**src/rtl/gol_controller.sv**
```systemverilog
// Game-of-Life sequencing controller: turns RUN/STEP/PAUSE/CLEAR/LOAD commands
// into engine step pulses and row writes, with auto-halt on stability or generation limit.
module gol_controller #(
    parameter int M     = 16,
    parameter int N     = 16,
    parameter int GEN_W = 16,
    localparam int RW   = (N > 1) ? $clog2(N) : 1
) (
    input  logic             clk_i,
    input  logic             reset_n_i,
    input  logic             cmd_valid_i,
    output logic             cmd_ready_o,
    input  logic [2:0]       cmd_op_i,
    input  logic [RW-1:0]    cmd_row_i,
    input  logic [M-1:0]     cmd_data_i,
    input  logic [15:0]      period_i,
    input  logic [GEN_W-1:0] gen_limit_i,
    input  logic             stable_i,
    output logic             step_o,
    output logic             wr_en_o,
    output logic [RW-1:0]    wr_row_o,
    output logic [M-1:0]     wr_data_o,
    output logic [1:0]       fsm_o,
    output logic [GEN_W-1:0] gen_count_o,
    output logic             halted_o
);

    typedef enum logic [1:0] {
        ST_IDLE  = 2'd0,
        ST_RUN   = 2'd1,
        ST_CLEAR = 2'd2
    } state_t;

    localparam logic [2:0] OP_RUN   = 3'd1;
    localparam logic [2:0] OP_PAUSE = 3'd2;
    localparam logic [2:0] OP_STEP  = 3'd3;
    localparam logic [2:0] OP_CLEAR = 3'd4;
    localparam logic [2:0] OP_LOAD  = 3'd5;

    state_t             state_r;
    logic [15:0]        tick_r;
    logic [15:0]        period_r;
    logic [GEN_W-1:0]   limit_r;
    logic               cmd_fire_s;
    logic [GEN_W-1:0]   gen_next_s;
    logic               limit_hit_s;

    assign cmd_ready_o = (state_r != ST_CLEAR);
    assign fsm_o       = state_r;

    // Command handshake, saturating generation increment and limit detection.
    always_comb begin
        cmd_fire_s  = cmd_valid_i & cmd_ready_o;
        gen_next_s  = gen_count_o;
        limit_hit_s = 1'b0;
        if (gen_count_o != {GEN_W{1'b1}}) begin
            gen_next_s = gen_count_o + {{(GEN_W-1){1'b0}}, 1'b1};
        end else begin
            gen_next_s = gen_count_o;
        end
        // step_o high in RUN means the previous cycle stepped and produced this count
        if (step_o && (limit_r != {GEN_W{1'b0}}) && (gen_count_o == limit_r)) begin
            limit_hit_s = 1'b1;
        end else begin
            limit_hit_s = 1'b0;
        end
    end

    // Controller state machine with registered engine outputs.
    always_ff @(posedge clk_i or negedge reset_n_i) begin
        if (!reset_n_i) begin
            state_r     <= ST_IDLE;
            tick_r      <= 16'd0;
            period_r    <= 16'd0;
            limit_r     <= {GEN_W{1'b0}};
            step_o      <= 1'b0;
            wr_en_o     <= 1'b0;
            wr_row_o    <= {RW{1'b0}};
            wr_data_o   <= {M{1'b0}};
            gen_count_o <= {GEN_W{1'b0}};
            halted_o    <= 1'b0;
        end else begin
            step_o  <= 1'b0;
            wr_en_o <= 1'b0;
            case (state_r)
                ST_IDLE: begin
                    if (cmd_fire_s) begin
                        case (cmd_op_i)
                            OP_RUN: begin
                                state_r  <= ST_RUN;
                                tick_r   <= 16'd0;
                                halted_o <= 1'b0;
                                period_r <= period_i;
                                limit_r  <= gen_limit_i;
                            end
                            OP_STEP: begin
                                step_o      <= 1'b1;
                                gen_count_o <= gen_next_s;
                            end
                            OP_CLEAR: begin
                                state_r   <= ST_CLEAR;
                                wr_en_o   <= 1'b1;
                                wr_row_o  <= {RW{1'b0}};
                                wr_data_o <= {M{1'b0}};
                            end
                            OP_LOAD: begin
                                wr_en_o     <= 1'b1;
                                wr_row_o    <= cmd_row_i;
                                wr_data_o   <= cmd_data_i;
                                gen_count_o <= {GEN_W{1'b0}};
                                halted_o    <= 1'b0;
                            end
                            default: begin
                            end
                        endcase
                    end
                end
                ST_RUN: begin
                    if (cmd_fire_s && (cmd_op_i == OP_PAUSE)) begin
                        state_r <= ST_IDLE;
                    end else if (cmd_fire_s && (cmd_op_i == OP_CLEAR)) begin
                        state_r   <= ST_CLEAR;
                        wr_en_o   <= 1'b1;
                        wr_row_o  <= {RW{1'b0}};
                        wr_data_o <= {M{1'b0}};
                    end else if (limit_hit_s) begin
                        state_r  <= ST_IDLE;
                        halted_o <= 1'b1;
                    end else if (tick_r == period_r) begin
                        tick_r <= 16'd0;
                        if (stable_i) begin
                            state_r  <= ST_IDLE;
                            halted_o <= 1'b1;
                        end else begin
                            step_o      <= 1'b1;
                            gen_count_o <= gen_next_s;
                        end
                    end else begin
                        tick_r <= tick_r + 16'd1;
                    end
                end
                ST_CLEAR: begin
                    // wr_row_o doubles as the sweep counter
                    if (wr_row_o == RW'(N - 1)) begin
                        state_r     <= ST_IDLE;
                        gen_count_o <= {GEN_W{1'b0}};
                        halted_o    <= 1'b0;
                    end else begin
                        wr_en_o   <= 1'b1;
                        wr_row_o  <= wr_row_o + {{(RW-1){1'b0}}, 1'b1};
                        wr_data_o <= {M{1'b0}};
                    end
                end
                default: begin
                    state_r <= ST_IDLE;
                end
            endcase
        end
    end

endmodule

```
**config.mk**
```make
export PLATFORM = sky130hd
export DESIGN_NAME = gol_controller
export DESIGN_NICKNAME = d
export VERILOG_FILES = /design/src/rtl/gol_controller.sv
export SDC_FILE = /design/constraint.sdc
export NUM_CORES = 1
export LEC_CHECK = 0
export BUFFER_PORTS_ARGS = -buffer_cell sky130_fd_sc_hd__buf_2
export CORE_UTILIZATION = 50
export DETAILED_ROUTE_END_ITERATION = 16
export HOLD_SLACK_MARGIN = 0.15
export PLACE_DENSITY = 0.74
export SETUP_SLACK_MARGIN = 0.02
export SYNTH_ARGS = -nofsm -noshare
export SYNTH_HDL_FRONTEND = slang
export SYNTH_SLANG_ARGS = --single-unit
```
**constraint.sdc**
```tcl
create_clock -name clk_i -period 3.39 [get_ports clk_i]
set_input_delay 0.339 -clock clk_i [delete_from_list [all_inputs] [get_ports clk_i]]
set_output_delay 0.339 -clock clk_i [all_outputs]
set_load 0.02 [all_outputs]
```
Word-level counts from Yosys, hierarchy flattened
Cells that the tools add are included.

Reduce and logical (&&, ||, !) cells: 16. Equal/unequal tests: 30. Divide/modulo/power cells: 0. Mux-type cells: 62. Multipliers: 0. Shifts and indexed selects: 0. $add $sub $neg: 3. Bitwise operators: 1. Order comparisons: 0.

Operators by type and width (number): $mux W16 (18); $pmux W16 S2 (3); $pmux W16 S3 (2); $add A16 B1 Y16 const B (2); $eq A16 B16 Y1 (2); $ne A2 B2 Y1 const B (11); $mux W1 (21); $mux W4 (4); $ne A16 B16 Y1 const B (1); $reduce_bool A16 Y1 (1); $mux W2 (7); $pmux W4 S3 (1); $reduce_and A6 Y1 (2); $ne A5 B5 Y1 const B (2); $reduce_and A9 Y1 (1); $pmux W4 S2 (1); $reduce_and A8 Y1 (1); $eq A3 B2 Y1 const B (2); $eq A3 B3 Y1 const B (2); $ne A3 B2 Y1 const B (2); $ne A3 B3 Y1 const B (2); $pmux W1 S3 (2); $pmux W2 S3 (1); $reduce_and A5 Y1 (1); other kinds (16) (20).

Register bits after elaboration: 89. ROM bits: 0. Memories kept: 0. Bits in latches: 0. Bits of input ports: 59. Memory bits (writable): 0.

Depth between registers and ports, before layout
Depth after elaboration: 8. Depth in mapped cells: 11. Depth with buffers taken out: 8.

Worst setup path after synthesis
OpenSTA, ideal clock, no wires.

Kind: register -> register. From: reg state_r[0] (netlist: fsm_o[0]). To: reg gen_count_o[0]. Clock period less this slack: 2485 ps. Setup time: 122 ps. Setup slack: 905 ps. Arrival: 2364 ps. Data required time: 3268 ps. Stages on the path, launching flop included: 9. Cell sequence: dfrtp_1 > inv_1 > ha_1 > nor3b_1 > nand2b_1 > o2111ai_1 > clkbuf_1 > a21oi_1 > a32o_1.

Longest elaborated chain between the ends: 5. Elaborated cells on any way between the ends: 18. Those cells by class: 11 x eq/ne; 1 x mux; 1 x bitwise; 5 x reduce/logical.

Ends and longest elaborated chain: start: declaration (RTL line 40) `state_t state_r;`; start signal: assignment (RTL line 72) `state_r <= ST_IDLE;`; start signal: assignment (RTL line 90) `state_r <= ST_RUN;`; start signal: assignment (RTL line 101) `state_r <= ST_CLEAR;`; $ne A2 B2 Y1 (RTL line 48) `assign cmd_ready_o = (state_r != ST_CLEAR);`; $and A1 B1 Y1 (RTL line 53) `cmd_fire_s = cmd_valid_i & cmd_ready_o;`; $logic_and A1 B1 Y1, on equally long branches (RTL line 121, 119); $ne A2 B2 Y1 (no source line); $reduce_and A9 Y1 (no source line); end signal: assignment (RTL line 80) `gen_count_o <= {GEN_W{1'b0}};`; end signal: assignment (RTL line 136) `gen_count_o <= gen_next_s;`; end signal: assignment (RTL line 146) `gen_count_o <= {GEN_W{1'b0}};`; end: declaration (RTL line 24) `output logic [GEN_W-1:0] gen_count_o,`.

Parallel ways exist; a longest one is shown, timed or not. A chain may end at the register's enable or synchronous reset.

Worst setup path in the final report
From: reg tick_r[11]. To: reg gen_count_o[3].

Longest elaborated chain between the ends: 3.

Ends and longest elaborated chain: start: declaration (RTL line 41) `logic [15:0] tick_r;`; start signal: assignment (RTL line 139) `tick_r <= tick_r + 16'd1;`; $eq A16 B16 Y1 (RTL line 129) `end else if (tick_r == period_r) begin`; $ne A2 B2 Y1 (no source line); $reduce_and A9 Y1 (no source line); end signal: assignment (RTL line 110) `gen_count_o <= {GEN_W{1'b0}};`; end signal: assignment (RTL line 136); end signal: assignment (RTL line 146).

Every way passes these cells.

==> metrics.txt <==
# TYPE chip_impl_metric gauge
chip_impl_metric{name="drt_pass1_iterations",unit=""} 5
chip_impl_info{name="worst_setup_path_class",value="flip-flop to flip-flop"} 1
chip_impl_info{name="cpMaxStageDelayCell",value="sky130_fd_sc_hd__or4_1"} 1
chip_impl_metric{name="grt_pass1_vias",unit=""} 3917
chip_impl_metric{name="multiInputGateArea",unit="µm²"} 2520
chip_impl_metric{name="pwr-share-seq",unit="%"} 38.1
chip_impl_metric{name="place_hpwl",unit="µm"} 8540
chip_impl_metric{name="syn_avg_cell_area",unit="µm²"} 9.60
chip_impl_metric{name="cts_buffer_depth",unit=""} 2
chip_impl_metric{name="synth.ff_latch_count",unit=""} 89
chip_impl_metric{name="grt_overflow",unit=""} 0
chip_impl_metric{name="clock_sinks",unit=""} 89
chip_impl_metric{name="dpl-instance-area",unit="µm²"} 5520
chip_impl_metric{name="drt-initial-drc-count",unit=""} 197
chip_impl_metric{name="row_count",unit=""} 35
chip_impl_info{name="endpoint_kind",value="flip-flop"} 1
chip_impl_metric{name="synth_area",unit="µm²"} 4930
chip_impl_metric{name="power_switching",unit="mW"} 1.90
chip_impl_metric{name="routabilityCongestion",unit=""} 0.894
chip_impl_metric{name="final.fill_count",unit=""} 822
chip_impl_metric{name="min_period",unit="ns"} 2.73
chip_impl_metric{name="route.vias.total",unit=""} 4226
chip_impl_metric{name="setup_viol_count_final",unit=""} 0
chip_impl_metric{name="timing.fmax",unit="MHz"} 366
chip_impl_metric{name="slew_headroom",unit="%"} 57.9
chip_impl_metric{name="synth_top_area_share",unit="%"} 45.2
chip_impl_info{name="hold_start",value="cmd_data_i[4]"} 1
chip_impl_metric{name="cell_internal_pwr",unit="mW"} 2.59
chip_impl_metric{name="grt_pass1_wl",unit="µm"} 19400
chip_impl_info{name="cp_cell_sequence",value="xnor2_1 -> nand4_1 -> or4_1 -> a211o_1 -> a21o_4 -> o41ai_1"} 1
chip_impl_metric{name="start_util",unit="%"} 52.6
chip_impl_metric{name="post_synth_num_cell_types",unit=""} 52
chip_impl_metric{name="dp_slack",unit="ns"} 0.719
chip_impl_metric{name="boundaryPins",unit=""} 101
chip_impl_info{name="tritoncts_clock_tree",value="done"} 1
chip_impl_metric{name="die_height",unit="µm"} 101
chip_impl_metric{name="share_of_flip_flops_with_an_asynchronous_set_or_reset_after_synthesis",unit="%"} 100
chip_impl_metric{name="postLayoutCellArea",unit="µm²"} 5740
chip_impl_metric{name="layout.cells.non_filler",unit=""} 732
chip_impl_metric{name="ant_nets",unit=""} 0
chip_impl_metric{name="grt_start_max_net_pins",unit=""} 45
chip_impl_info{name="post_synth_most_frequent_cells",value="sky130_fd_sc_hd__dfrtp_1, sky130_fd_sc_hd__nand2_1, sky130_fd_sc_hd__o21ai_0, sky130_fd_sc_hd__mux2_2, sky130_fd_sc_hd__clkbuf_1"} 1
chip_impl_metric{name="grt_antenna_before_repair",unit=""} 0
chip_impl_metric{name="layout.core_utilization",unit="%"} 61.2
chip_impl_info{name="crit_path_start",value="tick_r[11]"} 1
chip_impl_metric{name="final.hold.worst_slack",unit="ns"} 0.210
chip_impl_metric{name="grt_use_total",unit="%"} 24.2
chip_impl_metric{name="cp_max_fo",unit=""} 18
chip_impl_metric{name="synth_cells",unit=""} 513
chip_impl_metric{name="min_period_over_period",unit="%"} 80.5
chip_impl_metric{name="postCtsSetupRepairBufs",unit=""} 0
chip_impl_metric{name="h-tree-depth",unit=""} 3
chip_impl_metric{name="routedWlPerCell",unit="µm"} 16.1
chip_impl_metric{name="irDropWorstVdd",unit="mV"} 0.373
chip_impl_metric{name="finalPower",unit="mW"} 4.49
chip_impl_metric{name="core_area",unit="µm²"} 9370
chip_impl_metric{name="synth_edf_count",unit=""} 0
chip_impl_info{name="synth_top_flop_cell",value="sky130_fd_sc_hd__dfrtp_1"} 1
chip_impl_info{name="worst_setup_path_start_kind",value="flip-flop"} 1
chip_impl_metric{name="clk_transition_reported_paths",unit="ns"} 0.09
chip_impl_info{name="critical_path.reg2reg.startpoint",value="tick_r[11]"} 1
chip_impl_metric{name="insertedDiodeCount",unit=""} 0
chip_impl_info{name="biggest_area_contributors_in_the_synthesized_netlist",value="sky130_fd_sc_hd__dfrtp_1, sky130_fd_sc_hd__mux2_2, sky130_fd_sc_hd__nand2_1"} 1
chip_impl_metric{name="port-buffer-count",unit=""} 100
chip_impl_info{name="synth_most_common_cell",value="sky130_fd_sc_hd__dfrtp_1"} 1
chip_impl_metric{name="cts_inserted_buffers",unit=""} 9
chip_impl_metric{name="final-seq-area",unit="µm²"} 2230
chip_impl_metric{name="fin_setup_tns",unit="ns"} 0
chip_impl_metric{name="power_per_cell_area",unit="nW/µm²"} 782
chip_impl_metric{name="final.setup_skew",unit="ns"} 0.00846
chip_impl_info{name="yosys.area.top_type",value="sky130_fd_sc_hd__dfrtp_1"} 1
chip_impl_metric{name="dieArea",unit="µm²"} 10300
chip_impl_info{name="status",value="complete, no violations"} 1
chip_impl_metric{name="tightestPinTransition",unit="ns"} 0.632
chip_impl_info{name="grt_setup_unrepaired",value="no"} 1
chip_impl_metric{name="wirelength",unit="µm"} 11800
chip_impl_metric{name="report.final.hold_viol_count",unit=""} 0
chip_impl_metric{name="required_time_reported_for_the_critical_path_endpoint",unit="ns"} 3.64
chip_impl_info{name="ctsRootBufferMaster",value="sky130_fd_sc_hd__clkbuf_8"} 1
chip_impl_metric{name="clk-insertion-delay-late",unit="ns"} 0.36
chip_impl_metric{name="cap_viol_max_count",unit=""} 0
chip_impl_info{name="hp-class",value="input port to flip-flop"} 1
chip_impl_metric{name="number_of_nets_at_the_end_of_the_flow",unit=""} 664
chip_impl_metric{name="final.setup.worst_slack",unit="ns"} 0.661
chip_impl_metric{name="fp.dieW",unit="µm"} 101
chip_impl_metric{name="total_leakage_power",unit="nW"} 2.51
chip_impl_metric{name="postSynthNetCount",unit=""} 579
chip_impl_metric{name="detail_route.vias_per_cell",unit=""} 5.77
chip_impl_metric{name="power.share.clock",unit="%"} 16.7
chip_impl_metric{name="drv_slew",unit=""} 0
chip_impl_metric{name="synth-warning-count",unit=""} 0
chip_impl_metric{name="timing.critical_path.arrival",unit="ns"} 2.98
chip_impl_metric{name="drive_above_1_share",unit="%"} 27.7
chip_impl_metric{name="synth-seq-area-share",unit="%"} 45.2
chip_impl_metric{name="dpl.cell_count",unit=""} 715
chip_impl_metric{name="swShare",unit="%"} 42.3
chip_impl_metric{name="share_comb_of_total_power",unit="%"} 45.1
chip_impl_metric{name="cpPeakStageDelay",unit="ns"} 0.58
chip_impl_metric{name="detail_route.drc_violations",unit=""} 0
chip_impl_metric{name="synth_to_layout_area_growth",unit="%"} 16.5
[power by group through the flow]
stage               Sequential (mW)  Combinational [mW]  Clock, mW
floorplan                      1.73                1.44          0
global placement               1.71                1.96          0
detailed placement             1.73                2.01          0
CTS                            1.71                2.02      0.771
global route                   1.76                2.24      0.811
finish                         1.71                2.03      0.752
[per-layer routing]
metal	routed length, µm	global-route usage (%)	up-vias
met4	149	6.69	0
met5	0	0	-
met2	5610	38.6	144
met1	5310	34.4	2032
li1	-	-	2037
met3	726	3.93	13
[final timing paths]
| check | endpoint | slack (ns) | depth (start not counted) |
|---|---|---|---|
| worst max-delay path | gen_count_o[3] | 0.66 | 6 |
| worst min-delay path | wr_data_o[4] | 0.21 | 3 |
| worst max register to register | gen_count_o[3] | 0.66 | 6 |
| worst min register to register | wr_data_o[4] | 0.48 | 2 |
| max in group asynchronous | wr_row_o[0] | 2.14 | 3 |
| min in group asynchronous | wr_data_o[7] | 0.51 | 2 |
[cells by family after synthesis]
| family | share of synthesized area, % |
|---|---|
| buffers and inverters | 4.09 |
| xor gates and xnor gates | 6.35 |
| and+or+nand+nor | 17.3 |
| DFF | 45.2 |
| adders and majority gates | 1.78 |
| AOI/OAI and AO/OA | 17.6 |
| muxes | 7.75 |
[state kept, by name, indices dropped and copies added (netlist names)]
name / cells
gen_count_o: 16
limit_r: 16
period_r: 16
tick_r: 16
wr_data_o: 16
wr_row_o: 4
fsm_o: 2
halted_o: 1
step_o: 1
wr_en_o: 1
[final cells by class]
cell class              count  area share, %
well taps                 129           2.81
flip-flops and latches     89           38.8
repair buffers            111           10.2
clock buffers              11           2.46
multi-input cells         377           43.9
clock inverters             5           1.09
inverters                  10          0.654
[cell usage in the layout, fill, tap and decap left out, drive strengths merged, types with 7 or more instances in the layout]
cell type / netlist / routed
nand4: 12 / 12
nand2b: 8 / 8
ha: 7 / 7
nand3: 20 / 20
a31oi: 14 / 14
o21ai: 46 / 46
a21oi: 12 / 12
nand2: 70 / 70
xnor2: 31 / 31
inv: 10 / 12
buf: 7 / 110
mux2: 33 / 33
o2bb2ai: 7 / 7
clkbuf: 30 / 11
o31ai: 14 / 14
nor2: 16 / 16
nor2b: 8 / 8
nor3: 7 / 7
dfrtp: 89 / 89
nor4: 7 / 7
[what timing repair did]
| action | 4_1_cts | 5_1_grt |
|---|---|---|
| hold endpoints to repair | 42 | 0 |
| hold buffers | 1 | 0 |
| resized for setup | 0 | 0 |
| endpoints found under the setup margin | 0 | 0 |
[worst max-delay path: cells and delay by family, from the launching register on]
kind / cells / cell delay (ns)
AO/OA/AOI/OAI: 3 / 1.23
flip-flops: 1 / 0.45
XOR/XNOR: 1 / 0.19
AND/OR/NAND/NOR: 2 / 0.75
Note: power is estimated with default switching activity, not from simulation.
